===== src/rtl/caravel_clk_pkg.sv =====
// Shared definitions for the caravel clock divider bank.
//  - ch_state_e : per-channel run state (IDLE / RUN / DRAIN)
//  - cnt_w()    : width of a channel's cycle counter for a given divide-select width
//  - ratio()    : divide ratio for a divide select (sel + 2)
package caravel_clk_pkg;

  typedef enum logic [1:0] {
    CH_IDLE  = 2'd0,
    CH_RUN   = 2'd1,
    CH_DRAIN = 2'd2
  } ch_state_e;

  // The counter must hold ratio-1 = 2^div_w, which needs div_w+1 bits.
  function automatic int cnt_w(input int div_w);
    return div_w + 1;
  endfunction

  function automatic int ratio(input int sel);
    return sel + 2;
  endfunction

endpackage


===== src/rtl/caravel_clkdiv_channel.sv =====
// One glitch-free divider channel: run FSM, period counter, applied divide
// select, staged reset and (optionally) a rise-event counter.
// Optional feature macro: CLKDIV_CYCLE_CNT_EN adds the cyc_cnt output.
// Ports:
//  clk, rst_n      : pll clock, async active-low reset
//  ext_reset       : sync active-high soft reset for resetb_sync / cyc_cnt
//  ch_en, div_sel  : run enable and requested divide select
//  clk_out         : divided clock (registered)
//  clk_rise        : high in the cycle clk_out rises
//  resetb_sync     : staged active-low channel reset
//  div_active      : divide select applied to the current period
//  state_dbg       : current FSM state
//  cyc_cnt         : rise-event count (CLKDIV_CYCLE_CNT_EN only)
module caravel_clkdiv_channel
  import caravel_clk_pkg::*;
#(
  parameter int DIV_W      = 3,
  parameter int RST_STAGES = 3
) (
  input  logic             clk,
  input  logic             rst_n,
  input  logic             ext_reset,
  input  logic             ch_en,
  input  logic [DIV_W-1:0] div_sel,
  output logic             clk_out,
  output logic             clk_rise,
  output logic             resetb_sync,
  output logic [DIV_W-1:0] div_active,
  output logic [1:0]       state_dbg
`ifdef CLKDIV_CYCLE_CNT_EN
  ,
  output logic [15:0]      cyc_cnt
`endif
);

  localparam int CNT_W = cnt_w(DIV_W);
  localparam int STG_W = $clog2(RST_STAGES + 1);
  localparam logic [STG_W-1:0] STG_MAX = STG_W'(RST_STAGES);

  ch_state_e        state_q, state_d;
  logic [CNT_W-1:0] cnt_q, cnt_d;
  logic [DIV_W-1:0] div_active_q, div_active_d;
  logic             clk_out_q, clk_out_d;
  logic             clk_rise_q, clk_rise_d;
  logic             resetb_sync_q, resetb_sync_d;
  logic [STG_W-1:0] stage_q, stage_d;
  logic [CNT_W-1:0] ratio_cur, ratio_nxt;
  logic             wrap, running_d, enter_idle;

  always_comb begin
    state_d      = state_q;
    cnt_d        = cnt_q;
    div_active_d = div_active_q;
    ratio_cur    = CNT_W'(ratio(int'(div_active_q)));
    wrap         = (cnt_q == ratio_cur - CNT_W'(1));

    case (state_q)
      CH_IDLE: begin
        if (ch_en) begin
          state_d      = CH_RUN;
          cnt_d        = '0;
          div_active_d = div_sel;
        end
      end
      default: begin
        // RUN and DRAIN count identically; they differ only in what the
        // wrap edge does, so a re-raised enable in DRAIN causes no gap.
        if (wrap) begin
          cnt_d = '0;
          if (ch_en) begin
            state_d      = CH_RUN;
            div_active_d = div_sel;
          end else begin
            state_d = CH_IDLE;
          end
        end else begin
          cnt_d   = cnt_q + CNT_W'(1);
          state_d = ch_en ? CH_RUN : CH_DRAIN;
        end
      end
    endcase

    // Outputs are decoded from the next counter value so they are registered.
    ratio_nxt  = CNT_W'(ratio(int'(div_active_d)));
    running_d  = (state_d != CH_IDLE);
    clk_out_d  = running_d && (cnt_d < (ratio_nxt >> 1));
    clk_rise_d = running_d && (cnt_d == '0);
    enter_idle = (state_q != CH_IDLE) && !running_d;

    // A rise coinciding with ext_reset is dropped: the clear wins.
    stage_d = stage_q;
    if (ext_reset || enter_idle) begin
      stage_d = '0;
    end else if (clk_rise_q && (stage_q != STG_MAX)) begin
      stage_d = stage_q + STG_W'(1);
    end
    resetb_sync_d = (stage_d == STG_MAX);
  end

  always_ff @(posedge clk or negedge rst_n) begin
    if (!rst_n) begin
      state_q       <= CH_IDLE;
      cnt_q         <= '0;
      div_active_q  <= '0;
      clk_out_q     <= 1'b0;
      clk_rise_q    <= 1'b0;
      resetb_sync_q <= 1'b0;
      stage_q       <= '0;
    end else begin
      state_q       <= state_d;
      cnt_q         <= cnt_d;
      div_active_q  <= div_active_d;
      clk_out_q     <= clk_out_d;
      clk_rise_q    <= clk_rise_d;
      resetb_sync_q <= resetb_sync_d;
      stage_q       <= stage_d;
    end
  end

`ifdef CLKDIV_CYCLE_CNT_EN
  logic [15:0] cyc_cnt_q, cyc_cnt_d;

  always_comb begin
    cyc_cnt_d = cyc_cnt_q;
    if (ext_reset || enter_idle) begin
      cyc_cnt_d = '0;
    end else if (clk_rise_q) begin
      cyc_cnt_d = cyc_cnt_q + 16'd1;  // wraps naturally at 16'hFFFF
    end
  end

  always_ff @(posedge clk or negedge rst_n) begin
    if (!rst_n) begin
      cyc_cnt_q <= '0;
    end else begin
      cyc_cnt_q <= cyc_cnt_d;
    end
  end

  assign cyc_cnt = cyc_cnt_q;
`endif

  assign clk_out     = clk_out_q;
  assign clk_rise    = clk_rise_q;
  assign resetb_sync = resetb_sync_q;
  assign div_active  = div_active_q;
  assign state_dbg   = state_q;

endmodule


===== src/rtl/caravel_clock_div_bank.sv =====
// NUM_CH-channel programmable clock divider bank, fully synchronous to pll_clk.
// Optional feature macro: CLKDIV_CYCLE_CNT_EN adds cyc_cnt (16 bits per channel).
// Ports:
//  pll_clk, resetb  : sole clock, async active-low master reset
//  ext_reset        : sync active-high soft reset of the staged resets
//  ch_en            : per-channel run enable
//  div_sel          : requested divide select, channel i at [i*DIV_W +: DIV_W]
//  clk_out          : divided clocks
//  clk_rise         : per-channel rise strobes
//  resetb_sync      : per-channel staged active-low resets
//  div_active       : divide select currently applied, same packing as div_sel
//  ch_state_dbg     : per-channel FSM state, channel i at [2*i +: 2]
//  cyc_cnt          : per-channel rise counts (CLKDIV_CYCLE_CNT_EN only)
module caravel_clock_div_bank
  import caravel_clk_pkg::*;
#(
  parameter int NUM_CH     = 2,
  parameter int DIV_W      = 3,
  parameter int RST_STAGES = 3
) (
  input  logic                    pll_clk,
  input  logic                    resetb,
  input  logic                    ext_reset,
  input  logic [NUM_CH-1:0]       ch_en,
  input  logic [NUM_CH*DIV_W-1:0] div_sel,
  output logic [NUM_CH-1:0]       clk_out,
  output logic [NUM_CH-1:0]       clk_rise,
  output logic [NUM_CH-1:0]       resetb_sync,
  output logic [NUM_CH*DIV_W-1:0] div_active,
  output logic [NUM_CH*$bits(ch_state_e)-1:0] ch_state_dbg
`ifdef CLKDIV_CYCLE_CNT_EN
  ,
  output logic [NUM_CH*16-1:0]    cyc_cnt
`endif
);

  localparam int ST_W = $bits(ch_state_e);

  for (genvar i = 0; i < NUM_CH; i++) begin : g_ch
    caravel_clkdiv_channel #(
      .DIV_W      (DIV_W),
      .RST_STAGES (RST_STAGES)
    ) u_ch (
      .clk         (pll_clk),
      .rst_n       (resetb),
      .ext_reset   (ext_reset),
      .ch_en       (ch_en[i]),
      .div_sel     (div_sel[i*DIV_W +: DIV_W]),
      .clk_out     (clk_out[i]),
      .clk_rise    (clk_rise[i]),
      .resetb_sync (resetb_sync[i]),
      .div_active  (div_active[i*DIV_W +: DIV_W]),
      .state_dbg   (ch_state_dbg[i*ST_W +: ST_W])
`ifdef CLKDIV_CYCLE_CNT_EN
      ,
      .cyc_cnt     (cyc_cnt[i*16 +: 16])
`endif
    );
  end

endmodule


===== config.mk =====
export PLATFORM = sky130hd
export DESIGN_NAME = caravel_clock_div_bank
export DESIGN_NICKNAME = d
export VERILOG_FILES = /design/src/rtl/caravel_clk_pkg.sv /design/src/rtl/caravel_clkdiv_channel.sv /design/src/rtl/caravel_clock_div_bank.sv
export SDC_FILE = /design/constraint.sdc
export NUM_CORES = 1
export LEC_CHECK = 0
export ABC_AREA = 1
export CAP_MARGIN = 20
export CELL_PAD_IN_SITES_DETAIL_PLACEMENT = 1
export CELL_PAD_IN_SITES_GLOBAL_PLACEMENT = 2
export CORE_MARGIN = 5
export CORE_UTILIZATION = 35
export DETAILED_ROUTE_END_ITERATION = 7
export PLACE_DENSITY_LB_ADDON = 0.1
export SYNTH_ARGS = -nofsm -noshare
export SYNTH_HDL_FRONTEND = slang
export SYNTH_SLANG_ARGS = --single-unit

===== constraint.sdc =====
create_clock -name pll_clk -period 6.35 [get_ports pll_clk]
set_clock_uncertainty 0.1 [all_clocks]
set_input_delay 1.27 -clock pll_clk [delete_from_list [all_inputs] [get_ports pll_clk]]
set_output_delay 1.27 -clock pll_clk [all_outputs]
set_load 0.02 [all_outputs]

After elaboration in Yosys (flattened, before gate mapping)

Index checks and enable logic that the tools add are counted.

Reduce and logical (&&, ||, !) cells: 20
$add $sub $neg: 10
Mux-type cells: 26
Equality and inequality tests: 6
$lt $le $gt $ge: 2

Operators by type and width:

| cell                                              | count |
|---|---|
| 2-to-1 mux 2 bit                                  | 12 |
| 2-to-1 mux 4 bit                                  | 6 |
| 2-to-1 mux 3 bit                                  | 6 |
| adder 3 x 2 -> 4 bit (second input constant)      | 4 |
| adder 4 x 1 -> 4 bit (second input constant)      | 2 |
| equality test 4 bit                               | 2 |
| logical AND 1 bit                                 | 8 |
| zero test 4 bit                                   | 2 |
| < comparator 4 x 3 -> 1 bit                       | 2 |
| nonzero test 2 bit                                | 4 |
| subtractor 4 x 1 -> 4 bit (second input constant) | 2 |
| adder 2 x 1 -> 2 bit (second input constant)      | 2 |
| equality test 2 bit (second input constant)       | 2 |
| zero test 2 bit                                   | 2 |
| != test 2 bit (second input constant)             | 2 |
| zero test 1 bit                                   | 2 |
| logical OR 1 bit                                  | 2 |
| 2-to-1 mux 1 bit                                  | 2 |

Output and inout port bits: 16
Input port bits: 11
Bits in registers: 28

Logic depth before layout (Yosys ltp)

Gate-level depths: netlist (run 1).

Depth after elaboration: 11
Gate-level depth with buffers: 18
Depth with buffers taken out: 18

Hierarchy

From an unflattened synthesis (run 1), not the netlist that was laid out.

Cell total of the unflattened synthesis: 191
Area total of the unflattened synthesis: 1647.8 um2

By module, submodules not included:

| module                                 | area each (um2) | instances | cells an instance |
|---|---|---|---|
| caravel_clkdiv_channel at g_ch[0].u_ch | 844.6           | 1         | 94 |
| caravel_clkdiv_channel at g_ch[1].u_ch | 803.3           | 1         | 97 |

Worst setup path before layout (run 1)

Ideal clock, no wire load.

Kind: input to register
Start point: in ch_en[1]
End point: reg g_ch[1].u_ch.clk_out_q
Arrival time: 2.350 ns
Path buffers: 0
Slack: 3.783 ns
Stages: 12
Path through: inv_1 > nand2_1 > nand2_1 > nand2_2 > nand2_2 > ha_1 > inv_1 > ha_1 > inv_1 > o21bai_1 > nand2_1 > a21oi_2

Longest elaborated chain between the ends: 6

RTL lines:

| what                             | RTL line                                                   | RTL |
|---|---|---|
| start: declaration               | caravel_clock_div_bank.sv:24                               | `input logic [NUM_CH-1:0] ch_en,` |
| 2-to-1 mux 3 bit *               | caravel_clkdiv_channel.sv:59, caravel_clkdiv_channel.sv:70 |  |
| 2-to-1 mux 3 bit                 | caravel_clkdiv_channel.sv:68                               | `if (wrap) begin` |
| 2-to-1 mux 3 bit *               | caravel_clkdiv_channel.sv:57                               | `case (state_q)` |
| via g_ch[1].u_ch.div_active_d[1] | caravel_clkdiv_channel.sv:42                               | `logic [DIV_W-1:0] div_active_q, div_active_d;` |
| adder 3 x 2 -> 4 bit *           | caravel_clk_pkg.sv:19                                      | `return sel + 2;` |
| < comparator 4 x 3 -> 1 bit *    | caravel_clkdiv_channel.sv:86                               | `clk_out_d = running_d && (cnt_d < (ratio_nxt >> 1));` |
| logical AND 1 bit *              | caravel_clkdiv_channel.sv:86                               |  |
| via g_ch[1].u_ch.clk_out_d       | caravel_clkdiv_channel.sv:43                               | `logic clk_out_q, clk_out_d;` |
| end signal: assignment           | caravel_clkdiv_channel.sv:113                              | `clk_out_q <= clk_out_d;` |
| end: declaration                 | caravel_clkdiv_channel.sv:43                               |  |

Mark *: on every way through the listed nets, which the timed path passes. The rest lies on a longest branch.

Worst setup path in the final report (run 1)

Ends and elaborated chain as after synthesis.

==> results of run 1 <==
[cells in the final DEF, fill, tap and decap left out, types with 7 or more instances in the layout]
cell             count
nand3_1             12
nand2_2              7
clkdlybuf4s50_1     26
inv_1               30
nor2_1              15
dfrtp_1             28
nand2_1             36
ha_1                12
[flip-flops by register name (all words and copies together), names as in the netlist]
name                   cells
g_ch.u_ch.cnt_q            8
g_ch.u_ch.div_active       6
g_ch.u_ch.stage_q          4
g_ch.u_ch.state_dbg        4
g_ch.u_ch.clk_out          2
g_ch.u_ch.clk_rise         2
g_ch.u_ch.resetb_sync      2
[power by group]
| part | total [mW] | internal, mW | leakage, nW | switching, mW |
|---|---|---|---|---|
| logic | 0.663 | 0.282 | 0.624 | 0.381 |
| registers | 0.317 | 0.245 | 0.354 | 0.0722 |
| clock network | 0.112 | 0.0555 | 0.0288 | 0.0565 |
[layer usage]
metal / global-route usage (%) / routed length [microns] / part of all wire, % / vias up
li1: - / - / - / 649
met1: 16.2 / 1760 / 47 / 616
met2: 23.8 / 1890 / 50 / 13
met3: 1.35 / 59 / 1.6 / 4
met4: 4.05 / 42 / 1.1 / 0
met5: 0 / 0 / 0 / -
[cell families (layout without fill, tap and decap cells)]
family / Yosys count / count (layout) / synth area share, %
compound gates: 14 / 14 / 6.82
xor+xnor: 8 / 8 / 4.06
fa+ha+maj: 12 / 12 / 8.70
buf+inv: 41 / 64 / 10.2
flops: 28 / 28 / 40.6
mux: 4 / 4 / 3.05
simple gates: 87 / 87 / 26.5
[worst max-delay path: stages]
cell and delay [ns]:
clkdlybuf4s50_1 0.59, inv_1 0.13, nand2_1 0.07, nand2_1 0.06, nand2_2 0.07, nand2_2 0.06
ha_1 0.27, inv_1 0.04, ha_1 0.27, inv_1 0.06, o21bai_1 0.10, nand2_1 0.08
a21oi_2 0.12
[cell type report]
class                           count  area, sq um
Fill cell                         569         2680
Multi-Input combinational cell    125          848
Sequential cell                    28          701
Timing Repair Buffer               27          268
Inverter                           33          124
Tap cell                           67         83.8
Clock buffer                        4         55.1
[stage by stage]
| stage | setup WS [ns] | utilization, % | std cells | hold slack (ns) |
|---|---|---|---|---|
| detailed placement | 2.96 | 42.6 | 280 | 0.477 |
| floorplan | 3.78 | - | 194 | 0.443 |
| finish | 3.28 | 43.7 | 284 | 0.488 |
| global route | 3.16 | 43.7 | 284 | 0.540 |
| global placement | 3.07 | 42.6 | 280 | 0.455 |
| CTS | 3.25 | 43.7 | 284 | 0.505 |
[path summary, 6_finish.rpt]
| path | endpoint | from | cells past startpoint | slack, ns |
|---|---|---|---|---|
| worst max-delay path | g_ch[1].u_ch.clk_out$_DFF_PN0_ | ch_en[1] | 13 | 3.28 |
| worst min-delay path | g_ch[0].u_ch.stage_q[0]$_DFF_PN0_ | g_ch[0].u_ch.stage_q[0]$_DFF_PN0_ | 2 | 0.49 |
| worst max register to register | g_ch[1].u_ch.clk_out$_DFF_PN0_ | g_ch[1].u_ch.div_active[1]$_DFF_PN0_ | 16 | 3.63 |
| worst min register to register | g_ch[0].u_ch.stage_q[0]$_DFF_PN0_ | g_ch[0].u_ch.stage_q[0]$_DFF_PN0_ | 2 | 0.49 |
| max in group asynchronous | g_ch[1].u_ch.stage_q[0]$_DFF_PN0_ | resetb | 2 | 4.61 |
| min in group asynchronous | g_ch[0].u_ch.div_active[1]$_DFF_PN0_ | resetb | 2 | 1.27 |
[synth_stat cells (all sizes together)]
cell,instances
a21oi,4
and3,1
buf,6
clkbuf,2
dfrtp,28
ha,12
inv,33
mux2,4
nand2,47
nand3,16
nand4,2
nor2,18
nor3,3
o21ai,5
o21bai,1
o22ai,4
xnor2,4
xor2,4
==> impl_metrics.yaml, run 1 <==
detailed_routing:
  vias_per_cell: 4.51
  drc: 0
  ant_nets: 0
  wire_per_inst_microns: 13.2
  drt-initial-drc-count: 48
  vias: 1282
  firstDrtPassIters: 4
  postRouteWirelength_microns: 3750
final_layout:
  area_delta_synth_final_pct: 20.5
  antennaDiodeCount: 0
  final_area_sq_mm: 0.00208
  fin_nets: 241
  drive_above_1_share_pct: 18.0
clock_tree:
  clk_latency_ns: 0.27
  cts-root-buf: "clkbuf_8"
  postCtsResizedCells: 0
  postCtsSetupBuffers: 0
  h-tree-depth: 1
  cts_buffers: 3
  cts_buffer_depth: 2
  clkTransAtPathRegs_ns: 0.10
  ctsHoldBuffers: 0
  tritoncts: "yes"
  cts_sinks: 28
die:
  coreArea_sq_mm: 0.00475
  die_area_sq_mm: 0.00643
  num_io_pins: 27
  die_x_microns: 80.2
  rows: 25
  start_util_pct: 36.3
  die_h_microns: 80.2
synth:
  synth.avg_cell_area_sq_um: 8.89
  synth_cell_type_count: 30
  synth_fp_nets: 217
  yosysTopAreaCell: "dfrtp_1"
  yosysSeqAreaShare_pct: 40.6
  synth_top_area_share_pct: 40.6
  syn_inst: 194
  synth_area_leaders: "dfrtp_1 41%, ha_1 8.7%, nand2_1 7.8%"
  synth_area_sq_mm: 0.00173
  yosysWarnings: 0
  synth_seq_cells: 28
pwr:
  vdd_drop_max_mv: 0.166
  powerDensity_mw_per_mm2: 525
  p_leak_nw: 1.01
  power_mw: 1.09
global_route:
  grt_max_degree: 29
  gr-total-overflow: 0
  grt_pass1_vias: 1410
  grt_pass1_wl_microns: 6620
  grt_antenna_before_repair: 0
  grt_usage_pct: 13.1
sta:
  fmax_mhz: 325
  finalCritPeriodShare_pct: 48.4
  rsz0062_at_grt: "false"
  maxSlewHeadroom_pct: 71.8
  worst_slew_pin_slew_ns: 0.418
  finalMaxSlewViolations: 0
  hold_violations: 0
  fin_crit_ns: 3.07
  finalSetupViolCount: 0
  setup_tns_ns: 0
run_status:
  outcome: "complete, no violations"
setup_path:
  critPathLaunchType: "input pin"
  endpoint_kind: "flip-flop"
  cp.required_ns: 6.46
  critPathKind: "input pin to flip-flop"
  worstPathMaxFanout: 5
  arrival_ns: 3.18
placement:
  dp_hpwl_microns: 3010
  postPlaceCellArea_sq_mm: 0.00202
  io_buffers: 26
  gp_congestion: 0.808
hold_path:
  hold_path_class: "flip-flop to flip-flop"
job:
  drv_cap: 0
(Power assumes the default switching activity.)
==> inputs of run 2 (changes only) <==
- CORE_UTILIZATION: 35 -> 32
- clock period: 6.35 -> 3.1 ns (I/O delays scaled with it)
==> impl_metrics.yaml, run 2 (synthesis gave the netlist of run 1 again) <==
final_layout:
  layout.cells.non_filler: 288
  antennaDiodeCount: 0
  fin_nets: 242
  largest_register_ffs: 8
  max_flop_register: "g_ch.u_ch.cnt_q"
  final_common_cell: "nand2_1"
  mostFrequentLayoutCells: "36 x nand2_1, 30 x inv_1, 28 x dfrtp_1"
  area_delta_synth_final_pct: 22.1
  drive_above_1_share_pct: 18.3
clock_tree:
  tritoncts: "yes"
  postCtsSetupBuffers: 0
  ctsHoldBuffers: 0
  h-tree-depth: 1
  cts_buffers: 3
  cts_sinks: 28
  postCtsResizedCells: 0
  cts-root-buf: "clkbuf_8"
  cts_buffer_depth: 2
  clk_latency_ns: 0.28
  clkTransAtPathRegs_ns: 0.10
sta:
  hold_violations: 0
  worst_slew_pin_slew_ns: 0.394
  maxSlewHeadroom_pct: 73.5
  finalSetupViolCount: 0
  finalCritPeriodShare_pct: 87.9
  rsz0062_at_grt: "false"
  setup_tns_ns: 0
  fmax_mhz: 367
  fin_crit_ns: 2.72
  holdWs_ns: 0.522
  finalMaxSlewViolations: 0
setup_path:
  max_stage_delay_ns: 0.46
  path_delay_family: "adder cells"
  endpoint_kind: "flip-flop"
  cpMaxStageDelayCell: "dfrtp_1"
  worstPathMaxFanout: 6
  r2r_setup_slack_ns: 0.38
  cp.required_ns: 3.21
  cp_cell_sequence: "ha_1 > inv_1 > nand2_1 > nand2_1 > nor2_4 > nand3_4 > nand2_4 > nand2_4 > a21oi_1 > ha_1 > inv_1 > ha_1 > inv_1 > o21bai_1 > nand2_1 > a21oi_2"
  critPathKind: "flip-flop to flip-flop"
  critPathLaunchType: "flip-flop"
  arrival_ns: 2.84
  crit_buf_inv: 3
global_route:
  grt_pass1_vias: 1436
  grt_pass1_wl_microns: 6540
  grt_antenna_before_repair: 0
  grt_max_degree: 29
  grt_usage_pct: 11.5
  gr-total-overflow: 0
pwr:
  powerDensity_mw_per_mm2: 1090
  p_leak_nw: 1.02
  p_sw_mw: 1.05
  seqPwrFrac_pct: 27.9
  vdd_drop_max_mv: 0.408
  combPwrFrac_pct: 59.3
  switching_share_pct: 45.5
  p_int_mw: 1.26
  clkPwrFrac_pct: 12.9
  power_mw: 2.30
die:
  coreArea_sq_mm: 0.00517
  die_x_microns: 83.4
  num_io_pins: 27
  rows: 26
  die_area_sq_mm: 0.00696
  die_h_microns: 83.4
  start_util_pct: 33.4
detailed_routing:
  drc: 0
  ant_nets: 0
  firstDrtPassIters: 4
  drt-initial-drc-count: 50
  vias_per_cell: 4.55
  vias: 1310
  postRouteWirelength_microns: 3870
  wire_per_inst_microns: 13.4
hold_path:
  hold_path_class: "flip-flop to flip-flop"
placement:
  dp_cells: 284
  io_buffers: 26
  gp_congestion: 0.802
  dp_hpwl_microns: 3150
run_status:
  outcome: "complete, no violations"
job:
  drv_cap: 0
==> run 2: final timing paths <==
path / startpoint / end / depth (start not counted)
worst max-delay path: g_ch[1].u_ch.div_active[0]$_DFFE_PN0P_ / g_ch[1].u_ch.clk_out$_DFF_PN0_ / 16
worst min-delay path: g_ch[1].u_ch.stage_q[0]$_DFF_PN0_ / g_ch[1].u_ch.stage_q[0]$_DFF_PN0_ / 2
worst max register to register: g_ch[1].u_ch.div_active[0]$_DFFE_PN0P_ / g_ch[1].u_ch.clk_out$_DFF_PN0_ / 16
worst min register to register: g_ch[1].u_ch.stage_q[0]$_DFF_PN0_ / g_ch[1].u_ch.stage_q[0]$_DFF_PN0_ / 2
max in group asynchronous: resetb / g_ch[1].u_ch.cnt_q[3]$_DFF_PN0_ / 2
min in group asynchronous: resetb / g_ch[0].u_ch.cnt_q[0]$_DFF_PN0_ / 2
==> run 2: final cells by class <==
class | instances | area, sq um
clock buffers | 3 | 41.3
clock inverters | 1 | 30.0
fillers | 611 | 3070
inverters | 33 | 124
multi-input cells | 125 | 848
flip-flops and latches | 28 | 701
well taps | 70 | 87.6
repair buffers | 28 | 275
==> run 2: through the flow <==
step	worst slack (ns)	utilization, %	cell area (sq um)
after CTS	0.328	40.7	2110
after global routing	0.127	40.7	2110
after detailed placement	0.379	39.4	2040
after global placement	0.423	39.4	2040
after floorplan	0.579	-	1730
final	0.376	40.7	2110
==> run 2: routing by layer <==
metal,wire length [microns],vias to the layer above,track usage [%]
li1,-,650,-
met1,1650,641,13.1
met2,2080,13,21.4
met3,84,6,2.08
met4,54,0,4.39
met5,0,-,0
==> run 2: worst reg2reg max path, cell delays in order, from the launching register on <==
cell and delay [ns]:
dfrtp_1 0.46, ha_1 0.34, inv_1 0.04, nand2_1 0.04
nand2_1 0.08, nor2_4 0.13, nand3_4 0.11, nand2_4 0.13
nand2_4 0.07, a21oi_1 0.25, ha_1 0.28, inv_1 0.07
ha_1 0.22, inv_1 0.05, o21bai_1 0.10, nand2_1 0.08
a21oi_2 0.11
==> run 2: power by group through the flow <==
stage	registers (mW)	clock network, mW	logic [mW]
finish	0.642	0.296	1.37
global route	0.665	0.322	1.54
CTS	0.645	0.303	1.41
detailed placement	0.652	0	1.40
global placement	0.649	0	1.35
floorplan	0.677	0	0.980
